[src/rtl/fft_pkg.sv]
// fft_pkg: shared widths and types for the FFT bin post-processing blocks.
package fft_pkg;
    localparam int FFT_N_LOG2 = 10;
    localparam int FFT_DW     = 16;

    typedef struct packed {
        logic signed [FFT_DW-1:0] re;
        logic signed [FFT_DW-1:0] im;
    } fft_cplx_t;

    typedef logic [2*FFT_DW-1:0]   fft_pwr_t;
    typedef logic [FFT_N_LOG2-1:0] fft_bin_t;
endpackage

[src/rtl/fft_pwr_calc.sv]
// fft_pwr_calc: two-stage re^2+im^2 pipeline carrying strobe and bin index alongside.
// Stage-2 next-state values are exported so the peak tracker can register in step with o_strb.
module fft_pwr_calc
    import fft_pkg::*;
#(
    parameter int N_LOG2 = FFT_N_LOG2,
    parameter int DW     = FFT_DW
) (
    input  logic              clk,
    input  logic              n_reset,
    input  logic              flush_i,
    input  logic              strb_i,
    input  logic [2*DW-1:0]   data_i,
    input  logic [N_LOG2-1:0] bin_i,
    output logic              s2_strb_o,
    output logic [2*DW-1:0]   s2_pwr_o,
    output logic [N_LOG2-1:0] s2_bin_o,
    output logic              strb_o,
    output logic [2*DW-1:0]   pwr_o,
    output logic [N_LOG2-1:0] bin_o
);
    logic signed [DW-1:0]   re, im;
    logic signed [2*DW-1:0] re_sq_q, im_sq_q;
    logic                   v1_q, v2_q;
    logic [N_LOG2-1:0]      bin1_q, bin2_q;
    logic [2*DW-1:0]        pwr_q;

    assign re = data_i[2*DW-1:DW];
    assign im = data_i[DW-1:0];
    // Largest sum is 2^(2*DW-1), so the unsigned add cannot overflow.
    assign s2_strb_o = v1_q & ~flush_i;
    assign s2_pwr_o  = $unsigned(re_sq_q) + $unsigned(im_sq_q);
    assign s2_bin_o  = bin1_q;
    assign strb_o    = v2_q;
    assign pwr_o     = pwr_q;
    assign bin_o     = bin2_q;

    always_ff @(posedge clk or negedge n_reset) begin
        if (!n_reset) begin
            v1_q    <= 1'b0;
            v2_q    <= 1'b0;
            re_sq_q <= '0;
            im_sq_q <= '0;
            bin1_q  <= '0;
            bin2_q  <= '0;
            pwr_q   <= '0;
        end else begin
            v1_q <= strb_i;
            v2_q <= s2_strb_o;
            if (strb_i) begin
                re_sq_q <= (2*DW)'(re) * (2*DW)'(re);
                im_sq_q <= (2*DW)'(im) * (2*DW)'(im);
                bin1_q  <= bin_i;
            end
            if (s2_strb_o) begin
                pwr_q  <= s2_pwr_o;
                bin2_q <= s2_bin_o;
            end
        end
    end
endmodule

[src/rtl/fft_peak_det.sv]
// fft_peak_det: per-bin power plus per-frame max-power bin report.
// Define FFT_PEAK_SKIP_DC_EN to exclude bin 0 from the peak search.
module fft_peak_det
    import fft_pkg::*;
#(
    parameter int N_LOG2 = FFT_N_LOG2,
    parameter int DW     = FFT_DW
) (
    input  logic              clk,
    input  logic              n_reset,
    input  logic              i_strb,
    input  logic [2*DW-1:0]   i_data,
    input  logic              i_sync,
    output logic              o_strb,
    output logic [2*DW-1:0]   o_pwr,
    output logic [N_LOG2-1:0] o_bin,
    output logic              o_peak_strb,
    output logic [N_LOG2-1:0] o_peak_bin,
    output logic [2*DW-1:0]   o_peak_pwr
);
    localparam logic [N_LOG2-1:0] LAST = '1;
`ifdef FFT_PEAK_SKIP_DC_EN
    localparam logic [N_LOG2-1:0] FIRST = N_LOG2'(1);
`else
    localparam logic [N_LOG2-1:0] FIRST = '0;
`endif

    logic [N_LOG2-1:0] cnt_q, cnt_d, in_bin, s2_bin, run_bin_q, run_bin_d, peak_bin_q;
    logic [2*DW-1:0]   s2_pwr, run_pwr_q, run_pwr_d, peak_pwr_q;
    logic              s2_strb, load, peak_strb_d, peak_strb_q;

    // A sync clears the count first, so a coincident strobe lands on bin 0.
    assign in_bin = i_sync ? '0 : cnt_q;
    assign cnt_d  = i_strb ? in_bin + N_LOG2'(1) : in_bin;

    fft_pwr_calc #(.N_LOG2(N_LOG2), .DW(DW)) u_pwr (
        .clk      (clk),
        .n_reset  (n_reset),
        .flush_i  (i_sync),
        .strb_i   (i_strb),
        .data_i   (i_data),
        .bin_i    (in_bin),
        .s2_strb_o(s2_strb),
        .s2_pwr_o (s2_pwr),
        .s2_bin_o (s2_bin),
        .strb_o   (o_strb),
        .pwr_o    (o_pwr),
        .bin_o    (o_bin)
    );

    // Strictly-greater replacement keeps the lowest index on ties.
    assign load        = s2_strb && (s2_bin == FIRST || (s2_bin > FIRST && s2_pwr > run_pwr_q));
    assign run_pwr_d   = i_sync ? '0 : load ? s2_pwr : run_pwr_q;
    assign run_bin_d   = i_sync ? '0 : load ? s2_bin : run_bin_q;
    assign peak_strb_d = s2_strb && s2_bin == LAST;

    always_ff @(posedge clk or negedge n_reset) begin
        if (!n_reset) begin
            cnt_q       <= '0;
            run_pwr_q   <= '0;
            run_bin_q   <= '0;
            peak_strb_q <= 1'b0;
            peak_bin_q  <= '0;
            peak_pwr_q  <= '0;
        end else begin
            cnt_q       <= cnt_d;
            run_pwr_q   <= run_pwr_d;
            run_bin_q   <= run_bin_d;
            peak_strb_q <= peak_strb_d;
            if (peak_strb_d) begin
                peak_bin_q <= run_bin_d;
                peak_pwr_q <= run_pwr_d;
            end
        end
    end

    assign o_peak_strb = peak_strb_q;
    assign o_peak_bin  = peak_bin_q;
    assign o_peak_pwr  = peak_pwr_q;
endmodule

[config.mk]
export PLATFORM = sky130hd
export DESIGN_NAME = fft_peak_det
export DESIGN_NICKNAME = d
export VERILOG_FILES = /design/src/rtl/fft_pkg.sv /design/src/rtl/fft_pwr_calc.sv /design/src/rtl/fft_peak_det.sv
export SDC_FILE = /design/constraint.sdc
export NUM_CORES = 2
export LEC_CHECK = 0
export ABC_AREA = 1
export ABC_CLOCK_PERIOD_IN_PS = 4200
export CORE_MARGIN = 2
export CORE_UTILIZATION = 45
export DETAILED_ROUTE_END_ITERATION = 8
export PLACE_DENSITY = 0.66
export SYNTH_ARGS = -nofsm -noshare
export SYNTH_HDL_FRONTEND = slang
export SYNTH_HIERARCHICAL = 1
export SYNTH_SLANG_ARGS = --single-unit
[constraint.sdc]
create_clock -name clk -period 4.2 [get_ports clk]
set_clock_uncertainty 0.05 [all_clocks]
set_input_delay 0.63 -clock clk [delete_from_list [all_inputs] [get_ports clk]]
set_output_delay 0.63 -clock clk [all_outputs]
set_load 0.03 [all_outputs]
==> reports/results.ini <==
[floorplanning]
chipHeight_um = 267
die_area_sq_mm = 0.0714
core_sq_mm = 0.0686
start_util_pct = 45.4
die_w_um = 267
ios = 122
rows = 96

[route]
drc_errors = 0
first_iter_violations = 1746
viasPerCell = 4.89
firstDrtPassIters = 6
routed_wl_um = 86700
ant_nets = 0
vias = 27300
wl_per_cell_um = 15.5

[grt]
grt_overflow = 0
antenna_found_initial = 0
grt_pass1_vias = 28600
grt_use_total_pct = 24.7
grt_max_degree = 104
grt_pass1_wl_um = 143000

[logic_synthesis]
synth_area_leaders = fa_1 30%, dfrtp_1 17%, nand2_1 14%, inv_1 13%, ha_1 9.8%
synthTopCellsByCount = 1140 x nand2_1, 1071 x inv_1, 468 x fa_1
syn-num-nets = 4824
synth_top_area_share_pct = 30.1
synth_edf_count = 0
yosysTopAreaCell = fa_1
ys.warnings.count = 6
synth_cell_types = 42
dominantRegCellSynth = dfrtp_1
ys_seq_area_share_pct = 16.9
synth_area_sq_mm = 0.0312
syn_area_per_cell_sq_um = 7.64
async_flop_share_pct = 100
synthCells = 4077
yosys_register_bits = 211
synth_most_common_cell = nand2_1

[critical_path]
crit_chain = buf_12, buf_12, nand2_2, inv_2, fa_2, fa_2, buf_12, buf_8, fa_1, fa_1, fa_1, fa_1, ha_4, buf_6, a21oi_4, nor2_2, nor2_1, nand2_1, a21oi_1, nand3_1, nand3_1, nand2_1
cp.arrival_ns = 5.58
critical_path_peak_fanout = 6
cp_common_cell = fa_1
slowest_delay_ns = 0.57
crit_path_end_kind = flip-flop
critical_path_required_ns = 4.56
crit_type = input pin to flip-flop
cp-start-kind = input pin
crit_slowest_cell = fa_1

[clock_tree]
clockBufferDepth = 3
cts_made_buffers = 25
clk_pin_slew_ns = 0.06
htree_levels = 1
cts_sinks = 211
root_buffer = clkbuf_16
insertion_delay_ns = 0.52
cts_tree = yes

[sta]
finalCritPeriodShare_pct = 124
max_freq_mhz = 191
rsz0062_at_grt = yes
hold_viol_final = 0
fin_ws_ns = -1.02
tns_ns = -40.01
relSlewSlack_pct = 40.8
setup_violations = 49
drv_slew = 0
min_period_ns = 5.22
tightest_slew_ns = 0.886

[cells_and_area]
drive_gt1_share_pct = 29.3
n_antenna_cell = 0
nets = 5392
nFillCells = 5653
syn_to_final_growth_pct = 36.3

[outcome]
outcome = finished, violations left
violations = negative setup slack

[job]
maxCapViolations = 0

[place]
hpwl_um = 65600
place.gp.congestion = 0.932
io_buffers = 121

[hold_path]
min-delay-path-class = input pin to async pin

==> cells by family after synthesis <==
| logic type | after synthesis | synth area share, % |
|---|---|---|
| AO/OA/AOI/OAI | 187 | 3.36 |
| flip-flops | 211 | 16.9 |
| AND/OR/NAND/NOR | 1703 | 23.4 |
| buffers and inverters | 1198 | 14.5 |
| adder cells (fa/ha/maj) | 711 | 39.8 |
| XOR/XNOR | 67 | 1.96 |
==> placed cells by master (no fill, tap or decap), types with 10 or more instances in the layout <==
| master | Yosys | routed |
|---|---|---|
| fa_2 | 0 | 46 |
| nand3b_1 | 15 | 15 |
| clkbuf_16 | 0 | 26 |
| fa_1 | 468 | 422 |
| nor2_1 | 141 | 87 |
| o21bai_1 | 23 | 14 |
| clkdlybuf4s50_1 | 0 | 87 |
| a21oi_2 | 2 | 29 |
| nand4_1 | 82 | 82 |
| nor2_4 | 0 | 44 |
| nand2_4 | 1 | 72 |
| ha_4 | 0 | 58 |
| nand2_1 | 1140 | 915 |
| nand3_2 | 6 | 33 |
| buf_12 | 0 | 45 |
| xor2_2 | 3 | 10 |
| a21oi_1 | 87 | 47 |
| inv_2 | 5 | 154 |
| and3_1 | 43 | 43 |
| inv_1 | 1071 | 908 |
| buf_16 | 0 | 12 |
| buf_4 | 2 | 390 |
| ha_2 | 0 | 11 |
| xor2_1 | 39 | 32 |
| a21oi_4 | 0 | 13 |
| nand2_2 | 18 | 164 |
| o21ai_0 | 51 | 23 |
| and2_1 | 19 | 18 |
| ha_1 | 243 | 174 |
| buf_6 | 0 | 96 |
| o21ai_1 | 9 | 26 |
| inv_4 | 0 | 12 |
| dfrtp_1 | 211 | 211 |
| xnor2_2 | 0 | 15 |
| buf_8 | 0 | 23 |
| nand3_1 | 187 | 152 |
| nor2_2 | 12 | 22 |
==> path summary, 6_finish.rpt <==
path | start | to | slack (ns) | cells after the start
hold / removal | n_reset | u_pwr/pwr_o[12]$_DFFE_PN0P_ | 0.08 | 1
min in group clk | u_pwr/im_sq_q[26]$_DFFE_PN0P_ | u_pwr/im_sq_q[26]$_DFFE_PN0P_ | 0.42 | 2
hold reg to reg | u_pwr/im_sq_q[26]$_DFFE_PN0P_ | u_pwr/im_sq_q[26]$_DFFE_PN0P_ | 0.42 | 2
setup / recovery | i_data[15] | u_pwr/im_sq_q[29]$_DFFE_PN0P_ | -1.02 | 22
setup reg to reg | u_pwr/re_sq_q[20]$_DFFE_PN0P_ | o_peak_pwr[31]$_DFFE_PN0P_ | 0.32 | 22
max in group asynchronous | n_reset | u_pwr/bin_o[2]$_DFFE_PN0P_ | 3.02 | 2
==> worst max-delay path, delay by kind of cell <==
kind                       cells  cell delay [ns]
buffers and inverters          6             0.68
AOI/OAI and AO/OA              2             0.28
adders and majority gates      7             3.38
and+or+nand+nor                7             0.56
==> timing repair <==
action	in CTS	in global routing
setup buffers	132	43
gates resized for setup	684	277
cloned	13	1
hold buffers	0	0
pin swaps	359	230
setup endpoints to repair	52	135
hold endpoints to repair	0	0
==> flip-flops by register name (all words and copies together) (netlist names) <==
register        cells
o_peak_pwr         32
run_pwr_q          32
u_pwr/pwr_o        32
u_pwr/im_sq_q      31
u_pwr/re_sq_q      31
cnt_q              10
o_peak_bin         10
run_bin_q          10
u_pwr/bin_o        10
u_pwr/s2_bin_o     10
o_peak_strb         1
u_pwr/strb_o        1
u_pwr/v1_q          1
==> metrics by stage <==
step	cells	instance area (sq um)	worst slack [ns]	hold slack [ns]	utilization [%]
3_5_place_dp	5372	37300	-2.02	0.416	54.3
2_1_floorplan	4077	32900	-1.31	0.284	-
5_1_grt	5594	42500	-1.25	0.177	61.9
3_3_place_gp	5372	37300	-1.96	0.414	54.3
6_report	5594	42500	-1.02	0.0812	61.9
4_1_cts	5560	41300	-0.964	0.125	60.2
==> area by class of cell <==
| type | instances | area, sq um | area share, % |
|---|---|---|---|
| inverters | 1079 | 4100 | 9.65 |
| well taps | 931 | 1160 | 2.74 |
| flip-flops and latches | 211 | 5280 | 12.4 |
| clock inverters | 8 | 123 | 0.289 |
| clock buffers | 37 | 741 | 1.74 |
| multi-input cells | 2668 | 24500 | 57.8 |
| repair buffers | 660 | 6520 | 15.4 |
==> metal layers <==
| metal | routed length, um | global-route usage (%) | vias to the layer above |
|---|---|---|---|
| met3 | 3420 | 1.56 | 149 |
| li1 | - | - | 13200 |
| met1 | 37900 | 33.1 | 13400 |
| met4 | 2030 | 4.52 | 0 |
| met2 | 43300 | 44.3 | 613 |
| met5 | 0 | 0 | - |
Power is not shown: default switching activity piles up to over one toggle a cycle in this logic, so the estimate is an artifact.
